## src/rtl/ctrl_fsm_pkg.sv

```systemverilog
// ctrl_fsm_pkg: shared definitions for the instruction sequencer.
//   ctrl_state_t   sequencer states
//   op_mne         4-bit opcode map (IR[8:5])
//   dec_t          per-opcode enables produced by ctrl_decode
//   IR field positions and the illegal opcode range
package ctrl_fsm_pkg;

    typedef enum logic [2:0] {
        ST_IDLE  = 3'd0,
        ST_FETCH = 3'd1,
        ST_EXEC  = 3'd2,
        ST_MEM   = 3'd3,
        ST_HALT  = 3'd4
    } ctrl_state_t;

    typedef enum logic [3:0] {
        OP_ADD = 4'h0,
        OP_XOR = 4'h1,
        OP_GST = 4'h2,
        OP_LSB = 4'h3,
        OP_MSB = 4'h4,
        OP_LRS = 4'h5,
        OP_ENQ = 4'h6,
        OP_EQI = 4'h7,
        OP_ACC = 4'h8,
        OP_LDS = 4'h9,
        OP_BRC = 4'hA,
        OP_BRR = 4'hB,
        OP_IL0 = 4'hC,
        OP_IL1 = 4'hD,
        OP_IL2 = 4'hE,
        OP_RST = 4'hF
    } op_mne;

    // Instruction field positions
    localparam int unsigned OPC_MSB  = 8;
    localparam int unsigned OPC_LSB  = 5;
    localparam int unsigned FUNC_BIT = 4;
    localparam int unsigned OPND_MSB = 3;
    localparam int unsigned OPND_LSB = 0;

    // Reserved opcode range
    localparam logic [3:0] ILL_LO = 4'hC;
    localparam logic [3:0] ILL_HI = 4'hE;

    typedef struct packed {
        logic regWe;    // register-file write in EXEC
        logic accWe;    // accumulator write in EXEC
        logic toMem;    // continue into MEM
        logic brCond;   // relative branch on br_flag
        logic brReg;    // register branch on br_flag
        logic halt;     // stop sequencing
        logic illegal;  // reserved opcode
    } dec_t;

    function automatic logic isIllegalOp(input logic [3:0] opc);
        return (opc >= ILL_LO) && (opc <= ILL_HI);
    endfunction

endpackage

```

## src/rtl/ctrl_decode.sv

```systemverilog
// ctrl_decode: purely combinational opcode-to-enable decoder.
//   opcode  in   op_mne  opcode field of the instruction being decoded
//   dec     out  dec_t   enables / sequencing hints for that opcode
module ctrl_decode
    import ctrl_fsm_pkg::*;
(
    input  op_mne opcode,
    output dec_t  dec
);

    always_comb begin
        dec = '0;
        case (opcode)
            OP_ADD, OP_XOR, OP_GST, OP_LSB,
            OP_MSB, OP_LRS, OP_ENQ, OP_EQI: dec.regWe  = 1'b1;
            OP_ACC:                         dec.accWe  = 1'b1;
            OP_LDS:                         dec.toMem  = 1'b1;
            OP_BRC:                         dec.brCond = 1'b1;
            OP_BRR:                         dec.brReg  = 1'b1;
            OP_RST:                         dec.halt   = 1'b1;
            default:                        dec.illegal = isIllegalOp(opcode);
        endcase
    end

endmodule

```

## src/rtl/ctrl_fsm.sv

```systemverilog
// ctrl_fsm: fetch/execute sequencer with program counter.
//   Clk, Reset_n           clock, asynchronous active-low reset
//   start                  begin at pc=0 from IDLE or HALT
//   instr, instr_valid     instruction word and its valid strobe (FETCH only)
//   fetch_req, pc          instruction request at current pc
//   alu_op, func, operand  IR fields, driven in EXEC and MEM, else 0
//   reg_we, acc_we         register-file / accumulator write enables
//   mem_req, mem_we        data-memory request and write qualifier
//   mem_ack                data-memory completion
//   br_flag, br_target     branch condition and BRR target
//   done, illegal          halted indicator, reserved-opcode pulse
module ctrl_fsm
    import ctrl_fsm_pkg::*;
#(
    parameter int unsigned IW  = 9,
    parameter int unsigned PCW = 8
) (
    input  logic           Clk,
    input  logic           Reset_n,
    input  logic           start,
    input  logic [IW-1:0]  instr,
    input  logic           instr_valid,
    output logic           fetch_req,
    output logic [PCW-1:0] pc,
    output op_mne          alu_op,
    output logic           func,
    output logic [3:0]     operand,
    output logic           reg_we,
    output logic           acc_we,
    output logic           mem_req,
    output logic           mem_we,
    input  logic           mem_ack,
    input  logic           br_flag,
    input  logic [PCW-1:0] br_target,
    output logic           done,
    output logic           illegal
);

    localparam logic [PCW-1:0] PC_ONE = PCW'(1);

    ctrl_state_t    state;
    logic [IW-1:0]  ir;
    logic           regWeQ;
    op_mne          decIn;
    dec_t           dec;
    logic [PCW-1:0] pcInc;
    logic [PCW-1:0] brOffset;
    logic [PCW-1:0] pcNext;
    logic           memLoadDone;

    // In FETCH the incoming word is decoded so EXEC-cycle enables can be
    // registered on the FETCH->EXEC edge; elsewhere the IR is decoded.
    assign decIn = (state == ST_FETCH) ? op_mne'(instr[OPC_MSB:OPC_LSB])
                                       : op_mne'(ir[OPC_MSB:OPC_LSB]);

    ctrl_decode uDecode (
        .opcode (decIn),
        .dec    (dec)
    );

    always_comb begin
        pcInc    = pc + PC_ONE;
        brOffset = {{(PCW-4){ir[OPND_MSB]}}, ir[OPND_MSB:OPND_LSB]};
        pcNext   = pcInc;
        if (dec.brCond && br_flag) begin
            pcNext = pc + brOffset;
        end else if (dec.brReg && br_flag) begin
            pcNext = br_target;
        end
    end

    // The load write-back must coincide with the mem_ack cycle itself,
    // so it is the one enable not taken from a register.
    assign memLoadDone = (state == ST_MEM) && mem_ack && !ir[FUNC_BIT];
    assign reg_we      = regWeQ | memLoadDone;

    always_ff @(posedge Clk or negedge Reset_n) begin
        if (!Reset_n) begin
            state     <= ST_IDLE;
            pc        <= '0;
            ir        <= '0;
            fetch_req <= 1'b0;
            alu_op    <= OP_ADD;
            func      <= 1'b0;
            operand   <= '0;
            regWeQ    <= 1'b0;
            acc_we    <= 1'b0;
            mem_req   <= 1'b0;
            mem_we    <= 1'b0;
            done      <= 1'b0;
            illegal   <= 1'b0;
        end else begin
            regWeQ  <= 1'b0;
            acc_we  <= 1'b0;
            illegal <= 1'b0;
            case (state)
                ST_IDLE: begin
                    if (start) begin
                        state     <= ST_FETCH;
                        pc        <= '0;
                        fetch_req <= 1'b1;
                    end
                end
                ST_FETCH: begin
                    if (instr_valid) begin
                        state     <= ST_EXEC;
                        ir        <= instr;
                        fetch_req <= 1'b0;
                        alu_op    <= op_mne'(instr[OPC_MSB:OPC_LSB]);
                        func      <= instr[FUNC_BIT];
                        operand   <= instr[OPND_MSB:OPND_LSB];
                        regWeQ    <= dec.regWe;
                        acc_we    <= dec.accWe;
                        illegal   <= dec.illegal;
                    end
                end
                ST_EXEC: begin
                    if (dec.toMem) begin
                        state   <= ST_MEM;
                        mem_req <= 1'b1;
                        mem_we  <= ir[FUNC_BIT];
                    end else begin
                        alu_op  <= OP_ADD;
                        func    <= 1'b0;
                        operand <= '0;
                        if (dec.halt) begin
                            state <= ST_HALT;
                            done  <= 1'b1;
                        end else begin
                            state     <= ST_FETCH;
                            fetch_req <= 1'b1;
                            pc        <= pcNext;
                        end
                    end
                end
                ST_MEM: begin
                    if (mem_ack) begin
                        state     <= ST_FETCH;
                        fetch_req <= 1'b1;
                        mem_req   <= 1'b0;
                        mem_we    <= 1'b0;
                        alu_op    <= OP_ADD;
                        func      <= 1'b0;
                        operand   <= '0;
                        pc        <= pcInc;
                    end
                end
                ST_HALT: begin
                    if (start) begin
                        state     <= ST_FETCH;
                        fetch_req <= 1'b1;
                        done      <= 1'b0;
                        pc        <= '0;
                    end
                end
                default: state <= ST_IDLE;
            endcase
        end
    end

endmodule

```

## config.mk

```make
export PLATFORM = sky130hd
export DESIGN_NAME = ctrl_fsm
export DESIGN_NICKNAME = d
export VERILOG_FILES = /design/src/rtl/ctrl_fsm_pkg.sv /design/src/rtl/ctrl_decode.sv /design/src/rtl/ctrl_fsm.sv
export SDC_FILE = /design/constraint.sdc
export NUM_CORES = 1
export LEC_CHECK = 0
export CORE_ASPECT_RATIO = 1.1
export CORE_UTILIZATION = 51
export DETAILED_ROUTE_END_ITERATION = 12
export GPL_TIMING_DRIVEN = 1
export PLACE_DENSITY = 0.79
export SYNTH_ARGS = -nofsm -noshare
export SYNTH_HDL_FRONTEND = slang
export SYNTH_SLANG_ARGS = --single-unit
```

## constraint.sdc

```tcl
create_clock -name Clk -period 5.8 [get_ports Clk]
set_input_delay 0.58 -clock Clk [delete_from_list [all_inputs] [get_ports Clk]]
set_output_delay 0.58 -clock Clk [all_outputs]
set_load 0.05 [all_outputs]
```

# Word level (Yosys, flattened, before mapping)
# Index checks and enable logic that the tools add are counted.
# op_classes
n_mux,51
order_cmp,2
reduce_logical,23
n_eq_ne,24
bitwise,1
addsub,2
# op_table
op,n
$mux 8,6
$mux 1,26
$pmux 4 s3,2
$pmux 8 s3,1
$eq 4x4->1 const B,5
$mux 4,5
$eq 4x3->1 const B,4
$mux 3,5
$ne 2x2->1 const B,7
$reduce_or 13->1,1
$pmux 3 s4,1
$add 8x1->8 const B,1
$add 8x8->8,1
$eq 4x2->1 const B,2
$reduce_and 4->1,2
$reduce_or 8->1,1
$eq 3x2->1 const B,2
$pmux 1 s2,3
$reduce_and 3->1,2
$reduce_and 6->1,1
$reduce_bool 3->1,2
$logic_and 1x1->1,5
$reduce_and 5->1,1
$eq 4x1->1 const B,1
other kinds (15),16
# word_totals
inputBits,23
out_inout_bits,24
regBits,36
word_cells,116

# Depth between registers and ports, before layout
# Gate-level depths: netlist of the first run.
# logic_depth
ltp_word,10
ltp_mapped,8
depth_no_buf,8

# Cells and area by module
# From an unflattened synthesis of the first run, not the netlist that was laid out.
# unflattened
cells_unflattened,262
area_unflattened_um2,2389.8
# modules_own_cells
mod,area_per_inst_um2,cells_per_inst,seq_area_each_um2,instances
ctrl_fsm,2322.2,252,900.9,1
ctrl_decode,67.6,10,0.0,1

# Worst setup path after synthesis of the first run
# Ideal clock, no wire load.
# synth_path
path_kind,register to register
from,reg pc[0]
to,reg pc[6]
path_slack_ns,3.331
n_path_buf,0
stages_incl_launch_ff,9
arrival_time_ns,2.335
synth_period_minus_slack_ns,2.469
t_required_ns,5.666
cell_sequence,dfrtp_1 > ha_1 > inv_1 > fa_1 > nand2b_1 > a211oi_1 > mux2_2 > o21ai_0 > a31oi_1
# synth_via
elab_chain_cells,6
elab_cells_between_ends,8
# synth_lines
item,line,rtl
start: declaration,ctrl_fsm.sv:24,"output logic [PCW-1:0] pc,"
start signal: assignment,ctrl_fsm.sv:132,pc <= pcNext;
start signal: assignment,ctrl_fsm.sv:145,pc <= pcInc;
$add 8x1->8,ctrl_fsm.sv:62,pcInc = pc + PC_ONE;
$mux 8,ctrl_fsm.sv:67,end else if (dec.brReg && br_flag) begin
$mux 8,ctrl_fsm.sv:65,if (dec.brCond && br_flag) begin
$mux 8,ctrl_fsm.sv:126,if (dec.halt) begin
$mux 8,ctrl_fsm.sv:118,if (dec.toMem) begin
$pmux 8 s3 (*),ctrl_fsm.sv:96,case (state)
# Mark *: on every way between the ends. The rest lies on a longest branch, timed or not. The select of a mux whose other input is x is not followed.
# A chain may end at the register's enable or synchronous reset.

# Worst setup path in the final report of the first run
# layout_path
from,reg state[1]
to,out reg_we
# layout_via
elab_chain_cells,4
# layout_lines
item,line,rtl
start: declaration,ctrl_fsm.sv:41,ctrl_state_t state;
start signal: assignment,ctrl_fsm.sv:79,state <= ST_IDLE;
start signal: assignment,ctrl_fsm.sv:99,state <= ST_FETCH;
start signal: assignment,ctrl_fsm.sv:106,state <= ST_EXEC;
$eq 3x2->1,ctrl_fsm.sv:74,assign memLoadDone = (state == ST_MEM) && mem_ack && !ir[FUNC_BIT];
$logic_and 1x1->1 (2 in a row),ctrl_fsm.sv:74,
$or 1x1->1,ctrl_fsm.sv:75,assign reg_we = regWeQ | memLoadDone;
end: declaration,ctrl_fsm.sv:28,"output logic reg_we,"
# Every way passes these cells.

==> results.txt, run 1 <==
Counting the fill cells in the layout gives 362. The slack of the worst reg-to-reg path is 3.34 ns. The placed wire-length estimate after detailed placement is 4110 um. The post-CTS setup buffer count is 0. The fraction of layout instances using a drive strength above 1 is 7.07%. The proportion of register bits with asynchronous set or reset after synthesis is 100%.

The critical register-to-register path startpoint is pc[0]. Data on the critical path is required at its endpoint by 5.22 ns. The cell with the most instances after synthesis is sky130_fd_sc_hd__nand2_1. The portion of netlist area occupied by mux cells came out at 3.34%. The shortest period the worst path allows is 2.93 ns. For this run the aggregate overflow at the end of global routing stands at 0. Input and output buffers added on the ports amount to 46.

Setup repair after global routing left no endpoint under its margin. The final core area utilization is 67.1%. The run finished with clean final reports. The worst setup path is captured at an output pin. The worst hold path belongs to the class input pin to async pin. The synthesized net count is 298. The clock tree from TritonCTS is built.

Global routing used 25.9% of the available tracks across all layers. The achievable frequency is 341 MHz. The number of hold violations in the final report came out at 0.

The routed design has 5750 um of wire. The weighted congestion reported at the end of routability-driven placement is 0.877. The flop and latch count out of synthesis came out at 36. The critical path is of the flip-flop to output pin type. The cell count of the worst reg-to-reg path came out at 8. Synthesis produced a netlist whose cell count is 266.

Across the VDD grid, the largest voltage drop is 354 uV. Once placement completed, the tool counted placed cells totaling 357. The share of the synthesized area in compound gates (AO/OA/AOI/OAI) came out at 19.7%.

The area share of the leading cell type in the synthesized netlist is 38.1%. After detailed routing, the average wire length per cell comes to 15.8 um. The worst hold-check slack is 0.356 ns.

The starting DRC count in detailed routing came out at 206. For this design the ratio of total power to cell area is 610 mW/mm^2. The clock latency reported for the late side of the worst-skew pair is 0.30 ns.

The via count of the first global-routing pass came out at 2,011. The normalized max-slew margin is 47.6%. The total power of the final layout came out at 1.79 mW. The share of the cycle needed by the critical path after routing came out at 50.6%.

The setup slack of the critical path after layout came out at 2.87 ns. Once layout is complete, the cells apart from fillers number 365. The clock sink count is 36. The detailed-route via count is 2,200. The share of the Yosys chip area taken by registers is 38.1%. The reported max-cap violation count is 0. The area growth from synthesis to layout came out at 24.3%.

For this configuration, the core starts out at a cell density of 54.0%. The number of top-level design ports came out at 47. The die height came out at 73.4 um.

The detailed-router iteration count before antenna repair came out at 4. The total clock buffers created by CTS is 5. At the placement stage, the worst setup path has a slack of 3.11 ns. The distinct cell type count of the synthesized netlist is 55. In this run the cell area measured after placement is 0.00283 sq mm. Summing all flip-flop and latch instances after layout gives 901 sq um.

The global-route wire length before repair came out at 9420 um. During synthesis, Yosys emitted a total of 0 warnings. The mean area per synthesized cell came out at 8.89 sq um. The slew at the pin with the worst max-slew slack is 0.786 ns. The total die area is 0.00491 sq mm.

The floorplan has 25 rows. The synthesized netlist devotes 2.22% of its cell area to XOR and XNOR gates. The endpoint identified for the worst register-to-register timing path is pc[6]. CTS built an H-tree with a depth of 2. After synthesis, the most frequently instantiated cells are 41 x sky130_fd_sc_hd__nand2_1, 36 x sky130_fd_sc_hd__dfrtp_1, 22 x sky130_fd_sc_hd__nor2_1, 22 x sky130_fd_sc_hd__o21ai_0, 11 x sky130_fd_sc_hd__inv_1.

The footprint of the multi-input gates is 0.00136 sq mm. In this run, post-CTS repair resized a total of 0 instances. The number of antenna violations at the first check in global routing was 0.

The adder-cell share of the synthesized area came out at 5.08%. The cell type with the highest aggregate area in the netlist is sky130_fd_sc_hd__dfrtp_1. The final setup skew came out at 0.00706 ns. The total of hold buffers inserted after clock tree synthesis is 0.

The post-CTS clock slew at the launch and capture registers of the worst setup and hold paths came out at 0.08 ns. For this run, design rule violations remaining after detail routing come to 0. In the synthesized netlist the dominant register cell turns out to be sky130_fd_sc_hd__dfrtp_1. The count of nets after finishing came out at 342. Using the TritonRoute via totals, the vias-per-cell ratio works out to 6.03. Counting along the longest clock path gives a buffer depth of 2.

The critical path arrival came out at 2.35 ns. The analysis attributes to cell leakage a power of 1.24 nW. The maximum fanout count along the critical path came out at 15. The setup total negative slack is 0 ns.

After synthesis, the largest family of logic cells by area is simple AND/OR/NAND/NOR gates. The count of flip-flops with a built-in enable after synthesis is 0. The simple-gate area share of the yosys netlist is 27.1%. The post-synth design cell area is 0.00236 sq mm. The standard cell core area is 0.00438 sq mm. The width of the die came out at 66.9 um. The worst setup path is launched from a flip-flop. The root buffer cell chosen for the clock tree is sky130_fd_sc_hd__clkbuf_8. The largest net degree at the start of global routing came out at 37. The final design area excluding fillers is 0.00294 sq mm. Ranked by total cell area, the synthesized netlist is headed by sky130_fd_sc_hd__dfrtp_1 38%, sky130_fd_sc_hd__nand2_1 6.5%, sky130_fd_sc_hd__o21ai_0 4.7%. The number of inserted diodes is 0.

The number of pins exceeding their max-slew limit in the final report came to 0. The number of routed nets with antenna violations is 0. The final number of setup-violating endpoints is 0.
[layout by cell type (no fill, tap or decap), types with 3 or more instances in the layout]
cell and count:
sky130_fd_sc_hd__o211ai_1 7, sky130_fd_sc_hd__nor2_1 22, sky130_fd_sc_hd__o311ai_1 3, sky130_fd_sc_hd__a211oi_1 4
sky130_fd_sc_hd__nand4bb_1 3, sky130_fd_sc_hd__o21ai_1 4, sky130_fd_sc_hd__nor3_1 3, sky130_fd_sc_hd__clkdlybuf4s50_1 45
sky130_fd_sc_hd__a21oi_1 6, sky130_fd_sc_hd__nor3b_1 3, sky130_fd_sc_hd__xor2_1 5, sky130_fd_sc_hd__and3_1 3
sky130_fd_sc_hd__or3_1 9, sky130_fd_sc_hd__o21ai_0 22, sky130_fd_sc_hd__nor2b_1 3, sky130_fd_sc_hd__a22o_1 3
sky130_fd_sc_hd__a31oi_1 7, sky130_fd_sc_hd__clkbuf_8 5, sky130_fd_sc_hd__ha_1 8, sky130_fd_sc_hd__nand2b_1 3
sky130_fd_sc_hd__mux2i_1 3, sky130_fd_sc_hd__dfrtp_1 36, sky130_fd_sc_hd__inv_1 11, sky130_fd_sc_hd__mux2_2 3
sky130_fd_sc_hd__nand3_1 9, sky130_fd_sc_hd__nand2_1 41
[metal layers]
metal,up-vias,share of wire [%],GRT usage (%)
met5,-,0,0
met4,0,2.0,10.6
met3,14,6.6,6.21
met2,100,47,42.8
met1,1019,45,32.3
li1,1067,-,-
[report_power, final]
part / internal [mW] / total (mW) / switching [mW]
Combinational: 0.420 / 1.08 / 0.660
Clock: 0.127 / 0.224 / 0.0972
Sequential: 0.355 / 0.487 / 0.133
Total: 0.902 / 1.79 / 0.890
[kinds of logic (layout without fill, tap and decap cells)]
| group | Yosys count | in the layout |
|---|---|---|
| compound gates | 71 | 71 |
| xor+xnor | 6 | 6 |
| fa+ha+maj | 9 | 9 |
| buf+inv | 21 | 66 |
| flops | 36 | 36 |
| mux | 7 | 7 |
| simple gates | 116 | 116 |
[state kept, by name, indices dropped and copies added (netlist names)]
name and count:
pc 8, ir 9, state 3, mem_req 1, operand 4, fetch_req 1
func 1, illegal 1, done 1, alu_op 4, acc_we 1, regWeQ 1
mem_we 1
[critical path: stages, from the launching register on]
cell and delay, ns:
sky130_fd_sc_hd__dfrtp_1 0.68, sky130_fd_sc_hd__and3b_1 0.32, sky130_fd_sc_hd__nand2_1 0.12, sky130_fd_sc_hd__o21bai_1 0.13
sky130_fd_sc_hd__clkdlybuf4s50_1 0.81
[layout make-up]
type	count	area share [%]
tap	54	2.30
sequential	36	30.7
clock inverter	3	1.45
timing repair buffer	46	15.5
clock buffer	5	2.34
multi-input combinational	209	46.2
inverter	12	1.53
[worst max-delay path by stage]
stage          endpoint     start  slack [ns]  depth (start not counted)
2_1_floorplan     pc[6]     pc[0]        3.33                          8
3_3_place_gp     reg_we   mem_ack        3.13                          4
3_5_place_dp     reg_we   mem_ack        3.11                          4
4_1_cts          reg_we  state[1]        2.89                          4
5_1_grt          reg_we  state[1]        2.79                          4
6_report         reg_we  state[1]        2.87                          4
No activity file was read; power rests on OpenSTA's default activity.
==> run 2, diff against run 1 <==
Settings changed: CORE_UTILIZATION 51 to 47, PLACE_DENSITY 0.79 to 0.77.
Clock period 5.8 ns to 2.42 ns, I/O delays scaled along.
==> run 2 against run 1 <==
  * Highest routed layer unchanged
  * Wire length increased by 3.2%
  * Critical path depth increased by 4
  * Via count increased by 2.4%
  * Flip-flop and latch count unchanged
  * Count of clock-buffer cells in the layout increased by 2
  * Utilization decreased by 4.7 points
  * Clock skew increased by 0.00099 ns
  * Critical endpoint is now pc[6]
  * Total power increased by 140%
  * Global-route usage decreased by 2.7 points
  * Cell area increased by 0.81%
  * Sequential power increased by 130%
==> results.txt, run 2 (synthesis results as in run 1) <==
The footprint of the multi-input gates is 0.00136 sq mm. The cell at the root of the clock tree is sky130_fd_sc_hd__clkbuf_8. The power per standard cell area came out at 1440 mW/mm^2. The width of the die is 69.6 um. The slack of the worst reg-to-reg path is 0.11 ns. In this run the tightest slew margin relative to its limit is 45.4%.

The number of hold violations in the final report was 0. Using the TritonRoute via totals, the vias-per-cell ratio works out to 6.07. The worst-case vdd ir drop came out at 760 uV. The number of remaining DRC errors came out at 0. The share of the cycle needed by the critical path after routing came out at 95.3%. The post-route netlist has 8.89% of its cells at a drive strength greater than 1. The final number of setup-violating endpoints came out at 0. The detailed router placed 2,252 vias in this run. After detailed routing, the average wire length per cell comes to 16.0 um. The class of the most critical setup path is flip-flop to flip-flop. The buffer levels on the longest clock path is 2. The cell count of the worst reg-to-reg path is 8. The post-cts resize count came out at 0. The total clock buffers created by CTS is 5.

The leakage component of the power came out at 1.26 nW. Entering global routing, the biggest net connects 37 pins. The worst setup path is launched from a flip-flop. The library cell used most frequently in the layout, excluding fill and tap cells, is sky130_fd_sc_hd__clkdlybuf4s50_1.

The worst register-to-register path ends at pc[6]. The number of inserted diodes came out at 0. The standard cell core area is 0.00475 sq mm. The final setup skew came out at 0.00805 ns. The weighted congestion reported at the end of routability-driven placement is 0.883. After clock tree synthesis, the clock-pin slew on the worst setup and hold paths is 0.07 ns.

After filler insertion, the fill cell instance count of the layout stands at 436. The total die area is 0.00532 sq mm. The setup total negative slack came out at 0 ns. The detailed-router iteration count before antenna repair is 4. The min-delay analysis places its worst path in the category input pin to async pin. The final wirelength came out at 5940 um. The via count of the first global-routing pass came to 2,083. The number of antenna violations at the first check in global routing is 0. The sequential standard cell area is 902 sq um. Along the worst path, the maximum fanout reaches 9. Setup repair after global routing left no endpoint under its margin. The post-CTS setup buffer count came out at 0. From synthesis to final layout, the design area changed by 25.3%. 47 I/O pins were placed. Once the floorplan was initialized, standard cells occupied 49.8% of the core.

In this run the remaining antenna-violating nets after routing total 0. In the final layout, the registers with the most flip-flops are ir x9, pc x8. For the pin with the worst max-slew slack, the measured transition is 0.819 ns. The worst hold-check slack is 0.0370 ns. The clock reaches the later pin of the worst-skew pair after 0.29 ns.

Derived from the worst setup path, the maximum achievable clock frequency is 434 MHz. The count of input and output buffers came out at 46. The count of nets after finishing is 347. The top cell types in the final layout, fill and taps aside, are 44 x sky130_fd_sc_hd__clkdlybuf4s50_1, 41 x sky130_fd_sc_hd__nand2_1, 35 x sky130_fd_sc_hd__dfrtp_1, 22 x sky130_fd_sc_hd__nor2_1, 22 x sky130_fd_sc_hd__o21ai_0. The clock tree from TritonCTS is built. The die is 76.4 um tall. The run finished with clean final reports.

The worst setup path is captured at a flip-flop. The global-route total usage across every layer is 23.2%. Data arrives at the worst endpoint at 2.47 ns.

The total of hold buffers inserted after clock tree synthesis is 0. The number of pins exceeding their max-slew limit in the final report was 0. The register with the most flip-flops in the layout has 9 of them. The total number of placement rows is 26.

The critical register-to-register path startpoint is pc[0]. Data on the critical path is required at its endpoint by 2.58 ns. The clock sink count is 36. The total power of the final layout came out at 4.26 mW. The first global-routing pass estimated 9920 um of wire. More flip-flops sit in one register than any other, and that register is ir.

The reported max-cap violation count is 0. The total congestion overflow after global routing came out at 0. The starting DRC count in detailed routing came out at 145. The H-tree depth reported by CTS came out at 2.

The shortest period the worst path allows came out at 2.31 ns. The placed wire-length estimate after detailed placement is 4370 um.
[run 2: cell types whose count changed in the layout (fill, tap and decap cells not counted)]
cell                              delta
sky130_fd_sc_hd__dfrtp_1             -1
sky130_fd_sc_hd__clkinvlp_4          -1
sky130_fd_sc_hd__bufinv_16           -1
sky130_fd_sc_hd__buf_4               +6
sky130_fd_sc_hd__clkinv_2            -1
sky130_fd_sc_hd__clkdlybuf4s50_1     -1
sky130_fd_sc_hd__dfrtp_2             +1
sky130_fd_sc_hd__clkbuf_8            +2
[run 2: worst max-delay path, stage by stage, from the launching register on]
cell                       delay (ns)
sky130_fd_sc_hd__dfrtp_2         0.45
sky130_fd_sc_hd__ha_1            0.19
sky130_fd_sc_hd__inv_1           0.05
sky130_fd_sc_hd__fa_1            0.37
sky130_fd_sc_hd__nand2b_1        0.21
sky130_fd_sc_hd__a211oi_1        0.26
sky130_fd_sc_hd__mux2_2          0.36
sky130_fd_sc_hd__o21ai_0         0.19
sky130_fd_sc_hd__a31oi_1         0.10
[run 2: layout make-up]
| class | instances | area share, % |
|---|---|---|
| clock buffer | 7 | 3.25 |
| multi-input combinational | 209 | 45.8 |
| sequential | 36 | 30.5 |
| timing repair buffer | 51 | 16.6 |
| inverter | 12 | 1.52 |
| tap | 56 | 2.37 |
[run 2: worst max-delay path by stage]
| stage | endpoint | startpoint | slack (ns) |
|---|---|---|---|
| 6_report | pc[6] | pc[0] | 0.11 |
| 5_1_grt | pc[6] | pc[0] | 0.006 |
| 4_1_cts | pc[6] | pc[0] | 0.14 |
| 3_5_place_dp | pc[6] | pc[0] | 0.13 |
| 3_3_place_gp | pc[6] | pc[0] | 0.19 |
| 2_1_floorplan | pc[6] | pc[1] | 0.05 |
[run 2: metrics by stage]
| step | util [%] | instance area (sq um) | setup slack, ns | cells |
|---|---|---|---|---|
| 3_3_place_gp | 60.3 | 2870 | 0.193 | 364 |
| 3_5_place_dp | 60.3 | 2870 | 0.133 | 364 |
| 4_1_cts | 62.4 | 2960 | 0.137 | 371 |
| 6_report | 62.4 | 2960 | 0.114 | 371 |
| 2_1_floorplan | - | 2360 | 0.0467 | 266 |
| 5_1_grt | 62.4 | 2960 | 0.00616 | 371 |
[run 2: power breakdown]
group          switching (mW)  leakage [nW]  internal (mW)  total [mW]
sequential              0.251         0.454          0.854        1.10
clock                   0.216        0.0503          0.254       0.469
combinational            1.65         0.759           1.04        2.69
total                    2.12          1.26           2.15        4.26
[run 2: layer usage]
| metal | vias up | global-route usage, % | wire length (um) |
|---|---|---|---|
| met5 | - | 0 | 0 |
| met2 | 84 | 36.0 | 2710 |
| met1 | 1070 | 32.1 | 2690 |
| met4 | 0 | 8.40 | 133 |
| met3 | 17 | 4.89 | 407 |
| li1 | 1081 | - | - |
